### src/rtl/bomb_launcher.sv
// bomb_launcher: turns a bouncing player drop button into bomb placement
// requests for the bomb-map engine.
//
// Handshake: bomb_v is a registered request that stays high, with bomb_x and
// bomb_y held steady, until the engine samples it. The engine signals this
// by asserting bomb_tick for one clk cycle. A bomb_tick that arrives while
// bomb_v is high completes the request. After that the player is locked out
// for COOLDOWN_TICKS further ticks. A bomb_tick while bomb_v is low has no
// meaning for the request.
module bomb_launcher #(
  parameter logic [19:0] DEBOUNCE_CYCLES = 20'd500000,
  parameter logic [2:0]  COOLDOWN_TICKS  = 3'd4
) (
  input  logic       clk,
  input  logic       rst_n,
  input  logic       btn_raw,
  input  logic       bomb_tick,
  input  logic [3:0] player_x,
  input  logic [3:0] player_y,
  input  logic [1:0] game_state,
  output logic       bomb_v,
  output logic [3:0] bomb_x,
  output logic [3:0] bomb_y,
  output logic       busy,
  output logic [7:0] launch_count,
  output logic [1:0] dbgState
);

  typedef enum logic [1:0] {
    IDLE     = 2'd0,
    ARMED    = 2'd1,
    COOLDOWN = 2'd2
  } stateT;

  // A zero-cycle debounce degenerates to a single stable cycle.
  localparam logic [19:0] DB_LIMIT =
    (DEBOUNCE_CYCLES == 20'd0) ? 20'd0 : DEBOUNCE_CYCLES - 20'd1;
  // A zero cooldown still waits for one tick before allowing a new request.
  localparam logic [2:0] CD_LOAD =
    (COOLDOWN_TICKS == 3'd0) ? 3'd1 : COOLDOWN_TICKS;

  logic        syncMeta;
  logic        syncOut;
  logic        dbLevel;
  logic [19:0] dbCount;
  logic        pressEvt;

  stateT       state;
  stateT       stateNext;
  logic [2:0]  coolCnt;
  logic        latchPos;
  logic        launch;
  logic        coolDec;
  logic        posOk;
  logic        playing;

  assign posOk    = (player_x <= 4'd9) && (player_y <= 4'd9);
  assign playing  = (game_state == 2'd0);
  assign dbgState = state;

  // Two-flop synchroniser for the asynchronous button.
  always_ff @(posedge clk or negedge rst_n) begin
    if (!rst_n) begin
      syncMeta <= 1'b0;
      syncOut  <= 1'b0;
    end else begin
      syncMeta <= btn_raw;
      syncOut  <= syncMeta;
    end
  end

  // Debounce: flip the level after a full run of mismatching cycles; a press pulse marks a rise.
  always_ff @(posedge clk or negedge rst_n) begin
    if (!rst_n) begin
      dbLevel  <= 1'b0;
      dbCount  <= 20'd0;
      pressEvt <= 1'b0;
    end else begin
      pressEvt <= 1'b0;
      if (syncOut != dbLevel) begin
        if (dbCount >= DB_LIMIT) begin
          dbLevel  <= syncOut;
          dbCount  <= 20'd0;
          pressEvt <= syncOut;
        end else begin
          dbCount <= dbCount + 20'd1;
        end
      end else begin
        dbCount <= 20'd0;
      end
    end
  end

  // FSM state register.
  always_ff @(posedge clk or negedge rst_n) begin
    if (!rst_n) begin
      state <= IDLE;
    end else begin
      state <= stateNext;
    end
  end

  // Next-state logic. A tick in ARMED wins over game over, because the engine already took the bomb.
  always_comb begin
    stateNext = state;
    latchPos  = 1'b0;
    launch    = 1'b0;
    coolDec   = 1'b0;
    unique case (state)
      IDLE: begin
        if (pressEvt && playing && posOk) begin
          stateNext = ARMED;
          latchPos  = 1'b1;
        end
      end
      ARMED: begin
        if (bomb_tick) begin
          stateNext = COOLDOWN;
          launch    = 1'b1;
        end else if (!playing) begin
          stateNext = IDLE;
        end
      end
      COOLDOWN: begin
        if (bomb_tick) begin
          coolDec = 1'b1;
          if (coolCnt <= 3'd1) begin
            stateNext = IDLE;
          end
        end
      end
      default: begin
        stateNext = IDLE;
      end
    endcase
  end

  // Registered outputs, the request position, the cooldown counter and the launch counter.
  always_ff @(posedge clk or negedge rst_n) begin
    if (!rst_n) begin
      bomb_v       <= 1'b0;
      busy         <= 1'b0;
      bomb_x       <= 4'd0;
      bomb_y       <= 4'd0;
      coolCnt      <= 3'd0;
      launch_count <= 8'd0;
    end else begin
      bomb_v <= (stateNext == ARMED);
      busy   <= (stateNext != IDLE);
      if (latchPos) begin
        bomb_x <= player_x;
        bomb_y <= player_y;
      end
      if (launch) begin
        coolCnt      <= CD_LOAD;
        launch_count <= launch_count + 8'd1;
      end else if (coolDec) begin
        coolCnt <= coolCnt - 3'd1;
      end
    end
  end

endmodule

### config.mk
export PLATFORM = sky130hd
export DESIGN_NAME = bomb_launcher
export DESIGN_NICKNAME = d
export VERILOG_FILES = /design/src/rtl/bomb_launcher.sv
export SDC_FILE = /design/constraint.sdc
export NUM_CORES = 1
export LEC_CHECK = 0
export CAP_MARGIN = 5
export CORE_MARGIN = 2
export CORE_UTILIZATION = 53
export CTS_CLUSTER_DIAMETER = 150
export CTS_CLUSTER_SIZE = 12
export DETAILED_ROUTE_END_ITERATION = 10
export PLACE_DENSITY = 0.82
export SLEW_MARGIN = 10
export SYNTH_ARGS = -nofsm -noshare
export SYNTH_HDL_FRONTEND = slang
export SYNTH_SLANG_ARGS = --single-unit
### constraint.sdc
create_clock -name clk -period 2.3 [get_ports clk]
set_input_delay 0.345 -clock clk [delete_from_list [all_inputs] [get_ports clk]]
set_output_delay 0.345 -clock clk [all_outputs]
set_load 0.03 [all_outputs]
After elaboration in Yosys (flattened, before gate mapping)

Index checks and enable logic that the tools add are counted.

Bits in writable memories: 0
Memories: 0
Bits in latches: 0
Logic and storage cells: 48
Input bits: 14
Flip-flop bits (word level): 47
Output and inout port bits: 20
Bits in read-only memories: 0

Add/subtract/negate cells: 3
Shift operators: 0
Eq/ne operators: 4
Div/mod/pow operators: 0
Order comparisons: 4
Reduce and logical (&&, ||, !) cells: 8
Bitwise operators: 0
Muxes and demuxes: 17
Multiply operators: 0

Operators by type and width:

| kind                    | count |
|---|---|
| $mux W20                | 2 |
| $add A20 B1 Y20 const B | 1 |
| $ge A20 B19 Y1 const B  | 1 |
| $mux W2                 | 5 |
| $add A8 B1 Y8 const B   | 1 |
| $le A4 B4 Y1 const B    | 2 |
| $mux W1                 | 7 |
| $mux W3                 | 2 |
| $pmux W2 S3             | 1 |
| $eq A2 B1 Y1 const B    | 2 |
| $logic_not A2 Y1        | 2 |
| $reduce_bool A2 Y1      | 2 |
| $le A3 B1 Y1 const B    | 1 |
| $logic_and A1 B1 Y1     | 3 |
| $sub A3 B1 Y3 const B   | 1 |
| $eq A2 B2 Y1 const B    | 1 |
| $reduce_and A2 Y1       | 1 |
| $ne A1 B1 Y1            | 1 |

Logic depth before layout (Yosys ltp)

Gate-level depths: netlist (run 1).

Depth after elaboration: 6
Mapped depth: 7
Mapped depth without buffers: 6

Least setup slack after synthesis (run 1)

OpenSTA, ideal clock, no wires.

Kind: register to register
From: register dbCount[14]
To: register dbCount[10]
Data required time: 2.179 ns
Arrival: 1.671 ns
Path buffers: 2
Stages on the path, launching flop included: 7
Period minus slack after synthesis: 1.793 ns
Slack: 0.507 ns
Library setup time: 0.121 ns
Cells stage by stage: dfrtp_1 > or4b_1 > nor3_1 > a211o_1 > buf_2 > buf_2 > nor2_1

Word-level cells in the longest chain between the ends: 3

Ends and longest elaborated chain:

| item                   | RTL line | source |
|---|---|---|
| start, declared        | 45       | `logic [19:0] dbCount;` |
| start signal, assigned | 86       | `dbCount <= dbCount + 20'd1;` |
| $ge A20 B19 Y1         | 81       | `if (dbCount >= DB_LIMIT) begin` |
| $mux W20               | 81       |  |
| $mux W20               | 80       | `if (syncOut != dbLevel) begin` |

No other way between the ends.
A chain may end at the register's enable or synchronous reset.

Final worst setup path (run 1)

From: register state[1] (netlist: dbgState[1])
To: output dbgState[1]

RTL lines:

| item                   | RTL line | source |
|---|---|---|
| start, declared        | 48       | `stateT state;` |
| start signal, assigned | 99       | `state <= stateNext;` |
| end, declared          | 26       | `output logic [1:0] dbgState` |

No word-level cell between the ends.

==> reports/qor.csv, run 1 <==
metric,value,unit
status,completed,
setup_viol,0,
met3_usage,5.667,%
clock-sinks,47,
fp.dieW,67.69,um
htree_levels,2,
crit_path_max_incr_delay,0.75,ns
drc_errors,0,
mappedNetlistNets,219,
rows,23,
cts_setup_buffers,0,
cp.arrival,1.59,ns
post-route-period-util,84.27,%
initial_utilization,54.52,%
nets,259,
p_int,1.437,mW
grt-busiest-layer,met2,
fin_crit,1.938,ns
worstPathMaxFanout,12,
p_leak,1.139,nW
swShare,27.52,%
synth-seq-cells,47,
grt.overflow.total,0,
cts_resized,0,
relSlewSlack,58.75,%
cts-root-buf,clkbuf_8,
antenna_cells,0,
syn-cell-area,2150,um^2
worstHoldPathType,in2async,
clkPwrFrac,31.1,%
fillCellCount,315,
ant_nets,0,
powerDensity,742.4,nW/um^2
num_io_pins,34,
area_growth_syn_to_layout,24.27,%
seq_power_share,48.8,%
clockBufferDepth,2,
grt_pass1_wl,6796,um
drt_iter0_drc,102,
vias,1589,
setup_slack,0.3617,ns
holdWs,0.05340,ns
dpl_cell_area,2554,um^2
fin_skew,0.006644,ns
place_ws,0.2900,ns
cts_buffers,5,
max_freq,515.9,MHz
combPwrFrac,20.0,%
syn_area_per_cell,10.69,um^2
grt_max_degree,30,
synth_edf_count,0,
wl_per_cell,13.18,um
clkTransAtPathRegs,0.08,ns
synth_ff_type,dfrtp_1,
viasPerCell,5.442,
dieArea,4581,um^2
async_flop_share,100.0,%
slew_viol_final,0,
gr-usage-met1,23.68,%
drt-total-wl,3848,um
drt-pass1-iter-count,4,
layout_commonest_cell,dfrtp_1,
synth-seq-area-share,54.71,%
grtUsageTotal,19.84,%
routabilityCongestion,0.8704,
cp_top_family,buffers and inverters,
die_y,67.69,um
cp-start-kind,register,
grt_pass1_vias,1554,
yosys_warnings,0,
antenna_found_initial,0,
layout-drive-gt1-share,11.16,%
end_kind,primary output,
hpwl,2817,um
crit_buf_inv,1,
final_cell_area,2671,um^2
core_area,3943,um^2
hold_viol_final,0,
tightest_slew,0.6188,ns
worstPathRequired,1.96,ns
fin_util,67.76,%
drv_cap,0,
layout_common_cells,"47 x dfrtp_1, 32 x clkdlybuf4s50_1, 19 x nor2_1",
cts_tree,built,
synthCells,201,
cts_hold_buf,0,
fin_tns_setup,0,ns
switchingPower,0.5458,mW
path_class,reg2out,
ir_drop,0.3981,mV
clk_latency,0.29,ns
yosysUniqueCellTypes,35,
slowest_stage,clkdlybuf4s50_1,
worstPathCellList,clkdlybuf4s50_1,
grtUsageMet2,33.95,%
rsz0062_at_grt,false,
portBuffers,33,
## layout make-up
cell class                 count  area, um^2  share of cell area (%)
timing repair buffer          38       362.8                   13.58
multi-input combinational    140       918.4                   34.38
tap                           50       62.56                   2.342
inverter                       9       33.78                   1.265
clock inverter                 2       35.03                   1.311
clock buffer                   6       82.58                   3.091
sequential                    47        1176                   44.03
## synthesized netlist by cell type (all sizes together) (2+ instances only)
library cell | number | share of area, %
a22o | 2 | 0.82
ha | 4 | 2.3
nor3 | 6 | 1.4
nor2 | 19 | 3.3
o31ai | 3 | 1.0
buf | 2 | 0.47
a21oi | 10 | 2.3
nor4 | 5 | 1.5
nand2 | 14 | 2.4
inv | 9 | 1.6
and3 | 2 | 0.58
xor2 | 4 | 1.6
xnor2 | 15 | 6.1
nand4 | 6 | 2.4
dfrtp | 47 | 55
mux2 | 9 | 4.7
clkbuf | 3 | 0.52
nor2b | 2 | 0.58
nand3b | 2 | 0.70
or3 | 4 | 1.4
nand3 | 13 | 3.0
or4 | 4 | 1.6
o21ai | 7 | 1.6
## cell families after synthesis
logic type	count (synthesis)	synth area share [%]
simple gates	80	20.02
flops	47	54.71
compound gates	26	7.276
xor+xnor	19	7.742
buf+inv	14	2.561
mux	10	5.181
fa+ha+maj	4	2.328
other cells	1	0.1745
## state kept, by name, indices dropped and copies added, names as in the netlist, 2 cells and up
| name | count |
|---|---|
| launch_count | 8 |
| bomb_x | 4 |
| bomb_y | 4 |
| dbgState | 2 |
| coolCnt | 3 |
| dbCount | 20 |
## through the flow
stage | cells | total power [mW]
after global routing | 292 | 2.079
after detailed placement | 284 | 1.384
final | 292 | 1.983
after global placement | 284 | 1.370
after floorplan | 201 | 1.205
after CTS | 292 | 2.005
## per-layer routing
layer | part of all wire [%] | vias up | wire, um
met2 | 50 | 20 | 1921
met1 | 45 | 783 | 1721
met4 | 1.6 | 0 | 63
li1 | - | 778 | -
met3 | 3.7 | 8 | 143
met5 | 0 | - | 0
## power by group through the flow
| stage | Combinational (mW) | Clock [mW] | Sequential (mW) |
|---|---|---|---|
| floorplan | 0.145 | 0 | 1.06 |
| global placement | 0.389 | 0 | 0.981 |
| detailed placement | 0.399 | 0 | 0.985 |
| CTS | 0.401 | 0.636 | 0.968 |
| global route | 0.431 | 0.666 | 0.982 |
| finish | 0.398 | 0.617 | 0.968 |
## worst paths after layout
kind                                  start     endpoint  slack (ns)  cells past startpoint
worst min register to register     syncMeta      syncOut        0.35                      0
worst max register to register   dbCount[0]  dbCount[14]        0.43                      5
worst min-delay path                  rst_n    bomb_y[3]        0.05                      1
min in group clk                   syncMeta      syncOut        0.35                      0
max in group asynchronous             rst_n  dbCount[13]        1.66                      2
worst max-delay path            dbgState[1]  dbgState[1]        0.36                      1
(Power assumes the default switching activity.)
==> run 2, diff against run 1 <==
==> constraint.sdc (replaced) <==
create_clock -name clk -period 2 [get_ports clk]
set_input_delay 0.3 -clock clk [delete_from_list [all_inputs] [get_ports clk]]
set_output_delay 0.3 -clock clk [all_outputs]
set_load 0.03 [all_outputs]
==> run 2 against run 1 <==
Combinational power rose by 16%. Hold slack improved by 0.019 ns. Global-route usage rose by 1.3 points. Via count rose by 2.7%. Die area did not move. Final cell count did not move. Register-to-register slack got worse by 0.32 ns. Non-clock buffer count did not move. Clock-buffer cell count did not move. First-iteration DRC count fell by 25%. Core utilization rose by 0.70 points.
==> reports/qor.csv, run 2 (same netlist as run 1, synthesis figures left out) <==
metric,value,unit,change
fillCellCount,319,,+1.3%
status,completed,,
worstPathRequired,1.70,ns,-0.26 ns
cp.depth,1,,unchanged
ant_nets,0,,unchanged
stdcell_count,292,,unchanged
rsz0062_at_grt,false,,
p_int,1.751,mW,+22%
relSlewSlack,61.94,%,+3.2 points
clk_latency,0.30,ns,about the same
slew_viol_final,0,,unchanged
hpwl,2993,um,+6.2%
cts_resized,0,,unchanged
fin_tns_setup,0,ns,unchanged
dpl_cell_area,2566,um^2,+0.49%
antenna_found_initial,0,,unchanged
seq_power_share,46.8,%,-2.0 points
max_freq,524.5,MHz,
worstHoldPathType,in2async,,
slowest_stage,clkdlybuf4s50_1,,
clkTransAtPathRegs,0.09,ns,about the same
fin_util,68.45,%,+0.70 points
layout-drive-gt1-share,10.74,%,-0.41 points
cts_setup_buffers,0,,unchanged
regMostFlops,dbCount,,
core_area,3943,um^2,unchanged
swShare,26.52,%,-1.0 points
crit_buf_inv,1,,unchanged
viasPerCell,5.589,,+2.7%
crit_path_max_incr_delay,0.74,ns,about the same
worstPathMaxFanout,12,,unchanged
post-route-period-util,95.34,%,
rows,23,,unchanged
switchingPower,0.6321,mW,+16%
drv_cap,0,,unchanged
ir_drop,0.6459,mV,+62%
holdWs,0.07266,ns,+0.01926 ns
powerDensity,883.1,nW/um^2,+19%
clockBufferDepth,2,,unchanged
final_cell_area,2699,um^2,+1.0%
dp.cells,284,,unchanged
grt_max_degree,48,,+60%
routabilityCongestion,0.7683,,-12%
end_kind,primary output,,
p_leak,1.148,nW,+0.82%
power,2.383,mW,+20%
cts-root-buf,clkbuf_8,,
wl_per_cell,14.22,um,+7.9%
vias,1632,,+2.7%
die_y,67.69,um,unchanged
nets,259,,unchanged
place_ws,0.1115,ns,-0.1785 ns
cts_hold_buf,0,,unchanged
drt-total-wl,4151,um,+7.9%
fp.dieW,67.69,um,unchanged
dieArea,4581,um^2,unchanged
combPwrFrac,19.4,%,-0.6 points
worstPathCellList,clkdlybuf4s50_1,,
initial_utilization,54.52,%,unchanged
htree_levels,2,,unchanged
largest_register_ffs,20,,unchanged
cts_tree,built,,
fin_skew,0.006714,ns,+0.00007053 ns
hold_viol_final,0,,unchanged
grt_pass1_vias,1670,,+7.5%
grt_pass1_wl,7182,um,+5.7%
setup_slack,0.09325,ns,-0.2685 ns
reg_top3,"dbCount (20), launch_count (8)",,
cp-start-kind,register,,
grtUsageTotal,21.16,%,+1.3 points
cp_top_family,buffers and inverters,,
drt_iter0_drc,77,,-25%
area_growth_syn_to_layout,25.55,%,
clkPwrFrac,33.9,%,+2.8 points
cts_buffers,5,,unchanged
grt.overflow.total,0,,unchanged
clock-sinks,47,,unchanged
tightest_slew,0.5709,ns,-0.04793 ns
setup_viol,0,,unchanged
num_io_pins,34,,unchanged
path_class,reg2out,,
portBuffers,33,,unchanged
layout_common_cells,"47 x dfrtp_1, 32 x clkdlybuf4s50_1, 19 x nor2_1",,
drt-pass1-iter-count,4,,unchanged
layout_commonest_cell,dfrtp_1,,
fin_crit,1.907,ns,
reg2reg_depth,5,,unchanged
cp.arrival,1.61,ns,+0.02 ns
drc_errors,0,,unchanged
antenna_cells,0,,unchanged
## run 2: cell count changes in the layout (fill, tap and decap cells not counted)
cell and change:
buf_12 +1, buf_4 -1, bufinv_16 +1, clkbuf_8 -1, clkinv_2 -1, clkbuf_1 +1
## run 2: final cells by class
type	count	area, um^2	share of cell area, %
clock inverters	2	60.06	2.225
well taps	50	62.56	2.318
multi-input cells	140	918.4	34.03
flip-flops and latches	47	1176	43.58
clock buffers	6	72.57	2.689
repair buffers	38	375.4	13.91
inverters	9	33.78	1.252
## run 2: metal layers
metal / up-vias / GRT usage (%) / wire (um) / part of all wire, %
met4: 0 / 7.143 / 49 / 1.2
met5: - / 0 / 0 / 0
met1: 810 / 24.03 / 1746 / 42
met2: 29 / 37.75 / 2217 / 53
li1: 789 / - / - / -
met3: 4 / 6.167 / 138 / 3.3
## run 2: path summary, 6_finish.rpt
check	startpoint	to	slack (ns)
max in group asynchronous	rst_n	dbCount[14]	1.54
worst max-delay path	dbgState[1]	dbgState[1]	0.09
worst min-delay path	rst_n	bomb_y[3]	0.07
worst min register to register	syncMeta	syncOut	0.38
min in group clk	syncMeta	syncOut	0.38
worst max register to register	dbCount[0]	dbCount[16]	0.11
## run 2: power groups by stage
stage	clock network [mW]	logic [mW]	registers (mW)
finish	0.807	0.461	1.11
global route	0.875	0.501	1.13
CTS	0.823	0.468	1.11
detailed placement	0	0.463	1.13
global placement	0	0.448	1.13
floorplan	0	0.166	1.22
